### config.mk
export PLATFORM = sky130hd
export DESIGN_NAME = column_frame_strobe_gen
export DESIGN_NICKNAME = d
export VERILOG_FILES = /design/src/rtl/cfg_strobe_pkg.sv /design/src/rtl/frame_onehot_decode.sv /design/src/rtl/column_frame_strobe_gen.sv
export SDC_FILE = /design/constraint.sdc
export NUM_CORES = 1
export LEC_CHECK = 0
export BUFFER_PORTS_ARGS = -buffer_cell sky130_fd_sc_hd__buf_2
export CAP_MARGIN = 30
export CORE_AREA = 4 4 59 61
export CTS_BUF_LIST = sky130_fd_sc_hd__clkbuf_16
export DETAILED_ROUTE_END_ITERATION = 12
export DIE_AREA = 0 0 63 65
export PLACE_DENSITY = 0.67
export SLEW_MARGIN = 10
export SYNTH_ARGS = -nofsm -noshare
export SYNTH_HDL_FRONTEND = slang
export SYNTH_HIERARCHICAL = 1
export SYNTH_SLANG_ARGS = --single-unit
### constraint.sdc
create_clock -name UserCLK -period 1.8 [get_ports UserCLK]
set_input_delay 0.09 -clock UserCLK [delete_from_list [all_inputs] [get_ports UserCLK]]
set_output_delay 0.09 -clock UserCLK [all_outputs]
set_load 0.02 [all_outputs]
### src/rtl/cfg_strobe_pkg.sv
// cfg_strobe_pkg: shared state type, phase-counter width and one-hot helper for frame strobing
package cfg_strobe_pkg;
  typedef enum logic [1:0] {IDLE, SETUP, STROBE, HOLD} state_t;
  localparam int CNT_W = 4;
  localparam int MAX_ONEHOT = 64;
  function automatic logic [MAX_ONEHOT-1:0] onehot_vec(input int unsigned idx);
    return {{(MAX_ONEHOT-1){1'b0}}, 1'b1} << idx;
  endfunction
endpackage

### src/rtl/frame_onehot_decode.sv
// frame_onehot_decode: enabled index to one-hot decoder, zero when disabled or index out of range
module frame_onehot_decode
  import cfg_strobe_pkg::*;
#(
  parameter int MaxFramesPerCol = 20,
  parameter int FrameIdxBits = 5
) (
  input  logic                       en,
  input  logic [FrameIdxBits-1:0]    idx,
  output logic [MaxFramesPerCol-1:0] onehot
);
  assign onehot = en ? MaxFramesPerCol'(onehot_vec(32'(idx))) : '0;
endmodule

### src/rtl/column_frame_strobe_gen.sv
// column_frame_strobe_gen: turns accepted frame-write commands into setup/strobe/hold timed one-hot strobes
module column_frame_strobe_gen
  import cfg_strobe_pkg::*;
#(
  parameter int MaxFramesPerCol = 20,
  parameter int ColumnID = 0,
  parameter int ColBits = 5,
  parameter int FrameIdxBits = 5,
  parameter int SetupCycles = 1,
  parameter int StrobeCycles = 2,
  parameter int HoldCycles = 1
) (
  input  logic                       UserCLK,
  input  logic                       resetn,
  input  logic                       cmd_valid,
  output logic                       cmd_ready,
  input  logic [ColBits-1:0]         cmd_col,
  input  logic [FrameIdxBits-1:0]    cmd_frame,
  output logic [MaxFramesPerCol-1:0] FrameStrobe,
  output logic                       busy,
  output logic                       err_range
);
  if (SetupCycles < 1 || SetupCycles > 15 || StrobeCycles < 1 || StrobeCycles > 15 ||
      HoldCycles < 1 || HoldCycles > 15 || MaxFramesPerCol < 1 || MaxFramesPerCol > MAX_ONEHOT ||
      (2 ** FrameIdxBits) < MaxFramesPerCol || ColumnID < 0 || ColumnID >= (2 ** ColBits)) begin : g_bad_cfg
    $error("column_frame_strobe_gen: illegal parameter configuration");
  end
  state_t                  state;
  logic [CNT_W-1:0]        cnt;
  logic [FrameIdxBits-1:0] frame_q;
  logic                    hit;
  assign hit = cmd_valid && cmd_col == ColBits'(ColumnID);
  assign cmd_ready = state == IDLE && resetn;
  assign busy = state != IDLE;
  always_ff @(posedge UserCLK) begin
    if (!resetn) begin
      state <= IDLE;
      cnt <= '0;
      frame_q <= '0;
      err_range <= 1'b0;
    end else begin
      err_range <= 1'b0;
      case (state)
        IDLE:
          if (hit) begin
            if (32'(cmd_frame) >= 32'(MaxFramesPerCol)) err_range <= 1'b1;
            else begin
              frame_q <= cmd_frame;
              cnt <= CNT_W'(SetupCycles - 1);
              state <= SETUP;
            end
          end
        SETUP:
          if (cnt == '0) begin
            cnt <= CNT_W'(StrobeCycles - 1);
            state <= STROBE;
          end else cnt <= cnt - 1'b1;
        STROBE:
          if (cnt == '0) begin
            cnt <= CNT_W'(HoldCycles - 1);
            state <= HOLD;
          end else cnt <= cnt - 1'b1;
        HOLD:
          if (cnt == '0) state <= IDLE;
          else cnt <= cnt - 1'b1;
      endcase
    end
  end
  frame_onehot_decode #(.MaxFramesPerCol(MaxFramesPerCol), .FrameIdxBits(FrameIdxBits)) u_dec (
    .en(state == STROBE),
    .idx(frame_q),
    .onehot(FrameStrobe)
  );
endmodule

==> results of run 1 <==
worst max-delay path, delay by kind of cell, from the launching register on:
family / cells / cell delay [ps]
buffers and inverters: 3 / 330
DFF: 1 / 330
and+or+nand+nor: 2 / 620
adders and majority gates: 1 / 140
metrics by stage:
stage	setup slack (ps)	setup TNS, ps	cells	hold WS (ps)
5_1_grt	-14.4	-15.0	183	112
6_report	47.8	0	183	83.2
3_5_place_dp	3.25	0	177	341
2_1_floorplan	39.6	0	106	234
4_1_cts	6.92	0	181	90.4
3_3_place_gp	76.1	0	177	336
cells by family (layout without fill, tap and decap cells):
kind of cell / Yosys count / in the layout / share of synthesized area, %
AND/OR/NAND/NOR: 56 / 56 / 37.8
AO/OA/AOI/OAI: 18 / 18 / 16.2
multiplexers: 3 / 3 / 3.50
flip-flops: 12 / 12 / 28.0
buffers and inverters: 11 / 55 / 5.69
adder cells (fa/ha/maj): 6 / 6 / 8.76
routing by layer:
layer	track usage, %	up-vias
met1	10.1	435
met4	6.34	0
li1	-	464
met3	4.68	5
met5	0	-
met2	20.4	29
registers in the layout, summed over array words and instances, names as in the netlist:
| signal | flops |
|---|---|
| state | 2 |
| frame_q | 5 |
| err_range | 1 |
| cnt | 4 |
report_power, final:
part / internal (µW) / total, µW / switching (µW)
clock: 293 / 420 / 126
sequential: 282 / 297 / 15.5
combinational: 176 / 388 / 212
worst paths after layout:
path / cells after the start / end / start
worst min register to register: 1 / cnt[1] / cnt[1]
worst min-delay path: 3 / frame_q[0] / cmd_frame[0]
worst max register to register: 7 / cnt[3] / cnt[0]
worst max-delay path: 6 / FrameStrobe[4] / state[0]
area by class of cell:
| cell class | instances | area, µm² |
|---|---|---|
| tap | 33 | 41.3 |
| clock inverter | 1 | 3.75 |
| fill | 301 | 1740 |
| multi-input combinational | 83 | 594 |
| inverter | 8 | 30.0 |
| clock buffer | 3 | 75.1 |
| timing repair buffer | 43 | 250 |
| sequential | 12 | 244 |
synth_stat cells, types with 3 or more instances:
library cell,number,area (µm²)
a21o_1,3,22.5
a21oi_1,3,15.0
dfxtp_1,12,240
ha_1,6,75.1
inv_1,8,30.0
mux2i_1,3,30.0
nand2_1,5,18.8
nand2b_1,3,18.8
nand3b_1,3,22.5
nor2_1,20,75.1
nor3_1,10,50.1
timing repair:
item,CTS,global route
gates resized for setup,4,12
setup buffers,0,2
endpoints found under the setup margin,4,4
pin swaps,0,2
==> run_results.csv, run 1 <==
group,metric,value,unit
outcome,status,"finished clean",
timing,drv_slew,0,
timing,skew,1.62,ps
setup_path,arrival,1660,ps
finish,design_area,0.00124,mm²
logic_synthesis,yosysSeqAreaShare,28.0,%
clock_network,cts_tree,"built",
clock_network,root_buffer,"clkbuf_16",
floorplanning,die_x,63,µm
finish,layout_commonest_cell,"buf_2",
detailed_routing,drt_wl_total,2280,µm
clock_network,clock-sinks,12,
detailed_routing,top_layer,"met4",
floorplanning,row_count,20,
setup_path,endpoint_kind,"output pin",
detailed_routing,wl_met3,188,µm
detailed_routing,route.vias.total,933,
detailed_routing,avgRoutedWirePerCell,12.5,µm
timing,slew_headroom,75.7,%
setup_path,rrSetupSlack,80,ps
logic_synthesis,synth_seq_cells,12,
detailed_routing,drt_iter0_drc,20,
grt,grt_util_all_layers,11.1,%
timing,fmax,571,MHz
timing,period_share,97.3,%
logic_synthesis,synth_cell_types,35,
placed_design,io_buffers,35,
timing,finalCriticalPeriod,1750,ps
clock_network,cts_max_level,1,
power_and_ir_drop,fin_total_pwr,1100,µW
detailed_routing,drt-vias-per-instance,5.10,
timing,hold_violations,0,
setup_path,worst_path_max_delay_cell,"or4b_4",
detailed_routing,first_pass_iters,4,
finish,nets,170,
setup_path,crit_fanout,7,
grt,antenna_found_initial,0,
placed_design,dpl.hpwl,1840,µm
setup_path,worstPathRequired,1710,ps
power_and_ir_drop,power_leakage,0.000569,µW
grt,grt_overflow,0,
logic_synthesis,yosys_warnings,6,
logic_synthesis,synth.avg_cell_area,8.09,µm²
clock_network,path_clk_slew,40,ps
finish,antenna_cells,0,
logic_synthesis,synth_edf_count,0,
finish,drive_above_1_share,44.0,%
timing,rsz0062_at_grt,"true",
run,cap_violations,0,
finish,final_cell_mix,"buf_2, nor2_1, nor3_1, dfxtp_1, buf_4",
placed_design,routabilityCongestion,0.814,
detailed_routing,drc,0,
logic_synthesis,synth_fp_nets,125,
setup_path,path_cells,"inv_2 -> ha_4 -> buf_6 -> or4b_4 -> nor2_2 -> buf_6",
logic_synthesis,syn_inst,106,
detailed_routing,antenna_left,0,
clock_network,cts_buffers,3,
logic_synthesis,syn-cell-area,857,µm²
logic_synthesis,ys.flop_type,"dfxtp_1",
detailed_routing,wl_met1,878,µm
detailed_routing,dr_wl_met2,1180,µm
timing,tightest_slew,362,ps
power_and_ir_drop,ir_drop,0.484,mV
setup_path,cp-start-kind,"flip-flop",
timing,setup_viol,0,
clock_network,clk_latency,240,ps
setup_path,cpPeakStageDelay,490,ps
grt,grt_pass1_wl,3570,µm
clock_network,cts_hold_buf,0,
grt,first_global_vias,858,
power_and_ir_drop,pwr_density_cell,892,mW/mm²
placed_design,dpl-instance-area,0.00110,mm²
floorplanning,ios,36,
clock_network,clockBufferDepth,2,
floorplanning,core_area,0.00298,mm²
floorplanning,die_h,65,µm
finish,syn_to_final_growth,44.5,%
logic_synthesis,async_flop_share,0,%
floorplanning,start_util,28.8,%
floorplanning,dieArea,0.00410,mm²
grt,grt_max_degree,12,
finish,utilization,41.6,%
min_path,hp-class,"in2reg",
setup_path,cpMostUsedCell,"buf_6",
setup_path,critPathKind,"reg2out",
Power figures use the tool's default switching activity.
==> run 2, diff against run 1 <==
==> constraint.sdc (replaced) <==
create_clock -name UserCLK -period 1.6 [get_ports UserCLK]
set_input_delay 0.08 -clock UserCLK [delete_from_list [all_inputs] [get_ports UserCLK]]
set_output_delay 0.08 -clock UserCLK [all_outputs]
set_load 0.02 [all_outputs]
==> run_results.csv, run 2 (synthesis gave the netlist of run 1 again) <==
group,metric,value,unit
outcome,status,"finished with violations",
outcome,violations,"negative setup slack",
finish,largest_register_ffs,5,
setup_path,cpPeakStageDelay,510,ps
clock_network,path_clk_slew,40,ps
clock_network,cts_max_level,1,
setup_path,worstPathRequired,1520,ps
detailed_routing,route.vias.total,922,
setup_path,path_buf_inv,3,
floorplanning,start_util,28.8,%
setup_path,rr_startpoint,"state[1]",
detailed_routing,drt_wl_total,2380,µm
clock_network,clockBufferDepth,2,
setup_path,cp_top_family,"simple AND/OR/NAND/NOR gates",
clock_network,cts_buffers,3,
floorplanning,row_count,20,
setup_path,path_depth,6,
timing,hold_violations,0,
power_and_ir_drop,fin_total_pwr,1370,µW
floorplanning,die_x,63,µm
detailed_routing,first_pass_iters,4,
grt,grt_overflow,0,
timing,setup_viol,6,
timing,rsz0062_at_grt,"true",
clock_network,cts_tree,"built",
floorplanning,dieArea,0.00410,mm²
placed_design,io_buffers,35,
timing,fmax,590,MHz
grt,antenna_found_initial,0,
detailed_routing,antenna_left,0,
setup_path,critPathCapture,"FrameStrobe[16]",
grt,grt_max_degree,12,
setup_path,path_cells,"inv_4 -> ha_4 -> buf_6 -> or4b_4 -> nor2_4 -> buf_6",
setup_path,crit_fanout,3,
floorplanning,die_h,65,µm
placed_design,preCtsSetupSlack,-109,ps
power_and_ir_drop,ir_drop,0.695,mV
grt,grt_pass1_wl,3770,µm
power_and_ir_drop,pwr_density_cell,962,mW/mm²
finish,fillCellCount,289,
floorplanning,core_area,0.00298,mm²
timing,slew_headroom,75.8,%
clock_network,cts_hold_buf,0,
min_path,hp-class,"in2reg",
finish,antenna_cells,0,
timing,skew,3.98,ps
setup_path,cpMostUsedCell,"buf_6",
grt,met2_usage,23.5,%
setup_path,regToRegEndpoint,"frame_q[0]",
timing,period_share,106,%
grt,global_route.usage.met1,10.6,%
setup_path,endpoint_kind,"output pin",
detailed_routing,avgRoutedWirePerCell,12.5,µm
finish,nets,177,
timing,finalWorstSetupSlack,-96.0,ps
setup_path,rrSetupSlack,-60,ps
finish,drive_above_1_share,56.7,%
run,cap_violations,0,
setup_path,worst_path_max_delay_cell,"or4b_4",
finish,syn_to_final_growth,66.4,%
timing,finalSetupTns,-392,ps
finish,largestRegisters,"frame_q (5), cnt (4), state (2)",
power_and_ir_drop,power_leakage,0.000631,µW
detailed_routing,drc,0,
timing,tightest_slew,363,ps
timing,finalCriticalPeriod,1700,ps
floorplanning,ios,36,
setup_path,cp-start-kind,"flip-flop",
setup_path,r2r_cells,6,
detailed_routing,drt-vias-per-instance,4.85,
timing,drv_slew,0,
setup_path,crit_start,"state[0]",
grt,met3_usage,4.16,%
grt,grt_util_all_layers,11.3,%
setup_path,arrival,1620,ps
placed_design,routabilityCongestion,0.834,
grt,first_global_vias,886,
setup_path,critPathKind,"reg2out",
detailed_routing,drt_iter0_drc,13,
clock_network,clk_latency,240,ps
finish,layout_commonest_cell,"buf_2",
grt,busiest_layer,"met2",
finish,final_cell_mix,"buf_2, nor2_1, buf_4, dfxtp_1, nor3_1",
placed_design,dpl.hpwl,1780,µm
clock_network,clock-sinks,12,
finish,regMostFlops,"frame_q",
timing,worst_hold_slack,97.8,ps
clock_network,root_buffer,"clkbuf_16",
==> run 2: changes by cell type in the layout (fill, tap and decap cells not counted), moves of 2 or more <==
cell and change:
inv_2 +3, buf_4 +4, nor3_2 +2, nor2_4 +2, nor3_1 -3, inv_1 -4
ha_1 -3, buf_6 +3, ha_4 +3, dfxtp_4 +2
==> run 2: worst min path at each step <==
stage	depth (start not counted)	from	slack [ps]	endpoint
finish	3	cmd_frame[0]	100	frame_q[0]
floorplan	2	cmd_frame[0]	220	frame_q[0]
global route	3	cmd_frame[1]	110	frame_q[1]
CTS	3	cmd_frame[0]	90	frame_q[0]
detailed placement	3	cmd_frame[0]	330	frame_q[0]
global placement	3	cmd_frame[0]	320	frame_q[0]
==> run 2: metrics by stage <==
step / util (%) / instances / cell area [µm²]
floorplan: - / 106 / 885
global placement: 38.6 / 180 / 1150
detailed placement: 38.6 / 180 / 1150
CTS: 45.0 / 187 / 1340
global route: 47.9 / 190 / 1430
finish: 47.9 / 190 / 1430
==> run 2: worst reg2reg max path, delay by kind of cell (launching register included) <==
family                   cells  cell delay, ps
multiplexers                 1             170
adder cells (fa/ha/maj)      1             230
buffers and inverters        2             140
AND/OR/NAND/NOR              2             630
flip-flops                   1             360
==> run 2: final cells by class <==
cell class                      instances  area, µm²  share of cell area, %
Inverter                                8       32.5                   2.28
Timing Repair Buffer                   50        329                   23.1
Sequential cell                        12        250                   17.5
Clock inverter                          1       3.75                  0.263
Tap cell                               33       41.3                   2.89
Multi-Input combinational cell         83        694                   48.7
Clock buffer                            3       75.1                   5.26
==> run 2: metal layers <==
metal / share of wire [%] / vias to the layer above
met5: 0 / -
met4: 0 / 0
met3: 6.2 / 0
met2: 57 / 23
met1: 36 / 416
li1: - / 483
==> run 2: where the power goes <==
group | leakage (µW) | switching [µW] | internal (µW)
Combinational | 0.000494 | 280 | 294
Sequential | 0.0000993 | 18.4 | 324
Clock | 0.0000385 | 126 | 329
Total | 0.000631 | 425 | 947
==> run 2: repair_timing <==
item                                    4_1_cts  5_1_grt
pin swaps                                     8        7
gates resized for setup                      22       14
buffers inserted                              4        3
endpoints found under the setup margin       12       22
==> run 3, diff against run 2 <==
--- a/config.mk
+++ b/config.mk
@@ -7,11 +7,14 @@
 export LEC_CHECK = 0
 export BUFFER_PORTS_ARGS = -buffer_cell sky130_fd_sc_hd__buf_2
 export CAP_MARGIN = 30
-export CORE_AREA = 4 4 59 61
+export CELL_PAD_IN_SITES_DETAIL_PLACEMENT = 0
+export CELL_PAD_IN_SITES_GLOBAL_PLACEMENT = 1
+export CORE_AREA = 4 4 60 62
 export CTS_BUF_LIST = sky130_fd_sc_hd__clkbuf_16
 export DETAILED_ROUTE_END_ITERATION = 12
-export DIE_AREA = 0 0 63 65
-export PLACE_DENSITY = 0.67
+export DIE_AREA = 0 0 64 66
+export GPL_TIMING_DRIVEN = 0
+export PLACE_DENSITY = 0.82
 export SLEW_MARGIN = 10
 export SYNTH_ARGS = -nofsm -noshare
 export SYNTH_HDL_FRONTEND = slang
==> run_results.csv, run 3 (synthesis gave the netlist of run 1 again) <==
group,metric,value,unit
finish,largestRegisters,"frame_q (5), cnt (4), state (2)",
floorplanning,ios,36,
finish,nets,173,
grt,grt_util_all_layers,10.4,%
detailed_routing,drt_iter0_drc,24,
timing,fmax,597,MHz
finish,fin_cells,197,
grt,grt_overflow,0,
timing,finalCriticalPeriod,1680,ps
finish,syn_to_final_growth,61.9,%
clock_network,cts_max_level,1,
timing,period_share,105,%
grt,grt_max_degree,11,
detailed_routing,first_pass_iters,4,
detailed_routing,avgRoutedWirePerCell,11.7,µm
detailed_routing,antenna_left,0,
timing,drv_slew,0,
timing,worst_hold_slack,75.1,ps
floorplanning,die_x,64,µm
setup_path,critPathKind,"reg2reg",
timing,finalWorstSetupSlack,-76.2,ps
placed_design,io_buffers,34,
floorplanning,row_count,20,
power_and_ir_drop,power_leakage,0.000596,µW
finish,largest_register_ffs,5,
min_path,hp-class,"in2reg",
clock_network,clk_latency,240,ps
finish,layout_commonest_cell,"buf_2",
setup_path,crit_fanout,4,
timing,skew,0.607,ps
grt,first_global_vias,848,
outcome,status,"finished with violations",
setup_path,endpoint_kind,"flip-flop",
setup_path,cp_top_family,"simple AND/OR/NAND/NOR gates",
detailed_routing,drt-vias-per-instance,4.61,
floorplanning,die_h,66,µm
clock_network,cts_tree,"built",
setup_path,rrSetupSlack,-80,ps
grt,antenna_found_initial,0,
power_and_ir_drop,ir_drop,0.814,mV
timing,finalSetupTns,-152,ps
finish,final_cell_mix,"buf_2, nor2_1, buf_4, dfxtp_1, nor3_1",
placed_design,dp_cells,184,
placed_design,preCtsSetupSlack,-130,ps
setup_path,cpPeakStageDelay,400,ps
floorplanning,dieArea,0.00422,mm²
setup_path,worst_path_max_delay_cell,"or3b_4",
outcome,violations,"negative setup slack",
floorplanning,core_area,0.00303,mm²
detailed_routing,drc,0,
setup_path,arrival,1850,ps
timing,slew_headroom,70.9,%
finish,regMostFlops,"frame_q",
clock_network,path_clk_slew,40,ps
grt,grt_pass1_wl,3560,µm
timing,hold_violations,0,
timing,setup_viol,4,
detailed_routing,route.vias.total,909,
detailed_routing,drt_wl_total,2310,µm
floorplanning,start_util,28.3,%
clock_network,cts_buffers,3,
placed_design,dpl.hpwl,1710,µm
finish,antenna_cells,0,
setup_path,cp-start-kind,"flip-flop",
finish,drive_above_1_share,54.2,%
clock_network,clockBufferDepth,2,
setup_path,path_cells,"inv_2 -> ha_4 -> nor3b_4 -> or3_4 -> or3b_4 -> a21oi_2",
run,cap_violations,0,
timing,rsz0062_at_grt,"true",
setup_path,worstPathRequired,1770,ps
timing,tightest_slew,436,ps
setup_path,path_buf_inv,1,
power_and_ir_drop,pwr_density_cell,895,mW/mm²
placed_design,routabilityCongestion,0.734,
clock_network,root_buffer,"clkbuf_16",
clock_network,clock-sinks,12,
## run 3: area by class of cell
class / instances / area [µm²]
inverter: 8 / 37.5
buffer: 3 / 18.8
sequential: 12 / 248
multi-input combinational: 83 / 694
clock inverter: 1 / 3.75
tap: 44 / 55.1
clock buffer: 3 / 75.1
fill: 304 / 1640
timing repair buffer: 43 / 255
## run 3: metal layers
| layer | GRT usage (%) | up-vias | wire (µm) |
|---|---|---|---|
| li1 | - | 473 | - |
| met4 | 2.43 | 0 | 11 |
| met5 | 0 | - | 0 |
| met1 | 10.1 | 411 | 932 |
| met3 | 4.25 | 2 | 138 |
| met2 | 20.3 | 23 | 1230 |
## run 3: report_power, final
group / leakage [µW] / total (µW) / internal [µW] / switching [µW]
Clock: 0.0000385 / 454 / 328 / 125
Sequential: 0.0000990 / 344 / 320 / 24.3
Combinational: 0.000459 / 444 / 199 / 245
Total: 0.000596 / 1240 / 847 / 394
## run 3: what timing repair did
action | in CTS | in global routing
resized for setup | 17 | 15
setup buffers | 2 | 7
hold buffers | 0 | 0
setup endpoints to repair | 11 | 16
pin swaps | 5 | 5
## run 3: worst reg2reg max path, cell delays in order, from the launching register on
cell     delay, ps
dfxtp_2        340
inv_2           50
ha_4           140
nor3b_4        160
or3_4          390
or3b_4         400
a21oi_2        130
## run 3: metrics by stage
stage,util (%),instance area [µm²],total power (µW)
after global placement,36.7,1110,660
after global routing,45.8,1390,1320
after detailed placement,36.7,1110,670
after floorplan,-,885,584
after CTS,41.7,1260,1200
final,45.8,1390,1240
## run 3: final timing paths
| check | end | depth (start not counted) | startpoint |
|---|---|---|---|
| worst max-delay path | cnt[2] | 6 | cnt[1] |
| worst min-delay path | frame_q[0] | 3 | cmd_frame[0] |
| worst max register to register | cnt[2] | 6 | cnt[1] |
| worst min register to register | cnt[1] | 1 | cnt[1] |
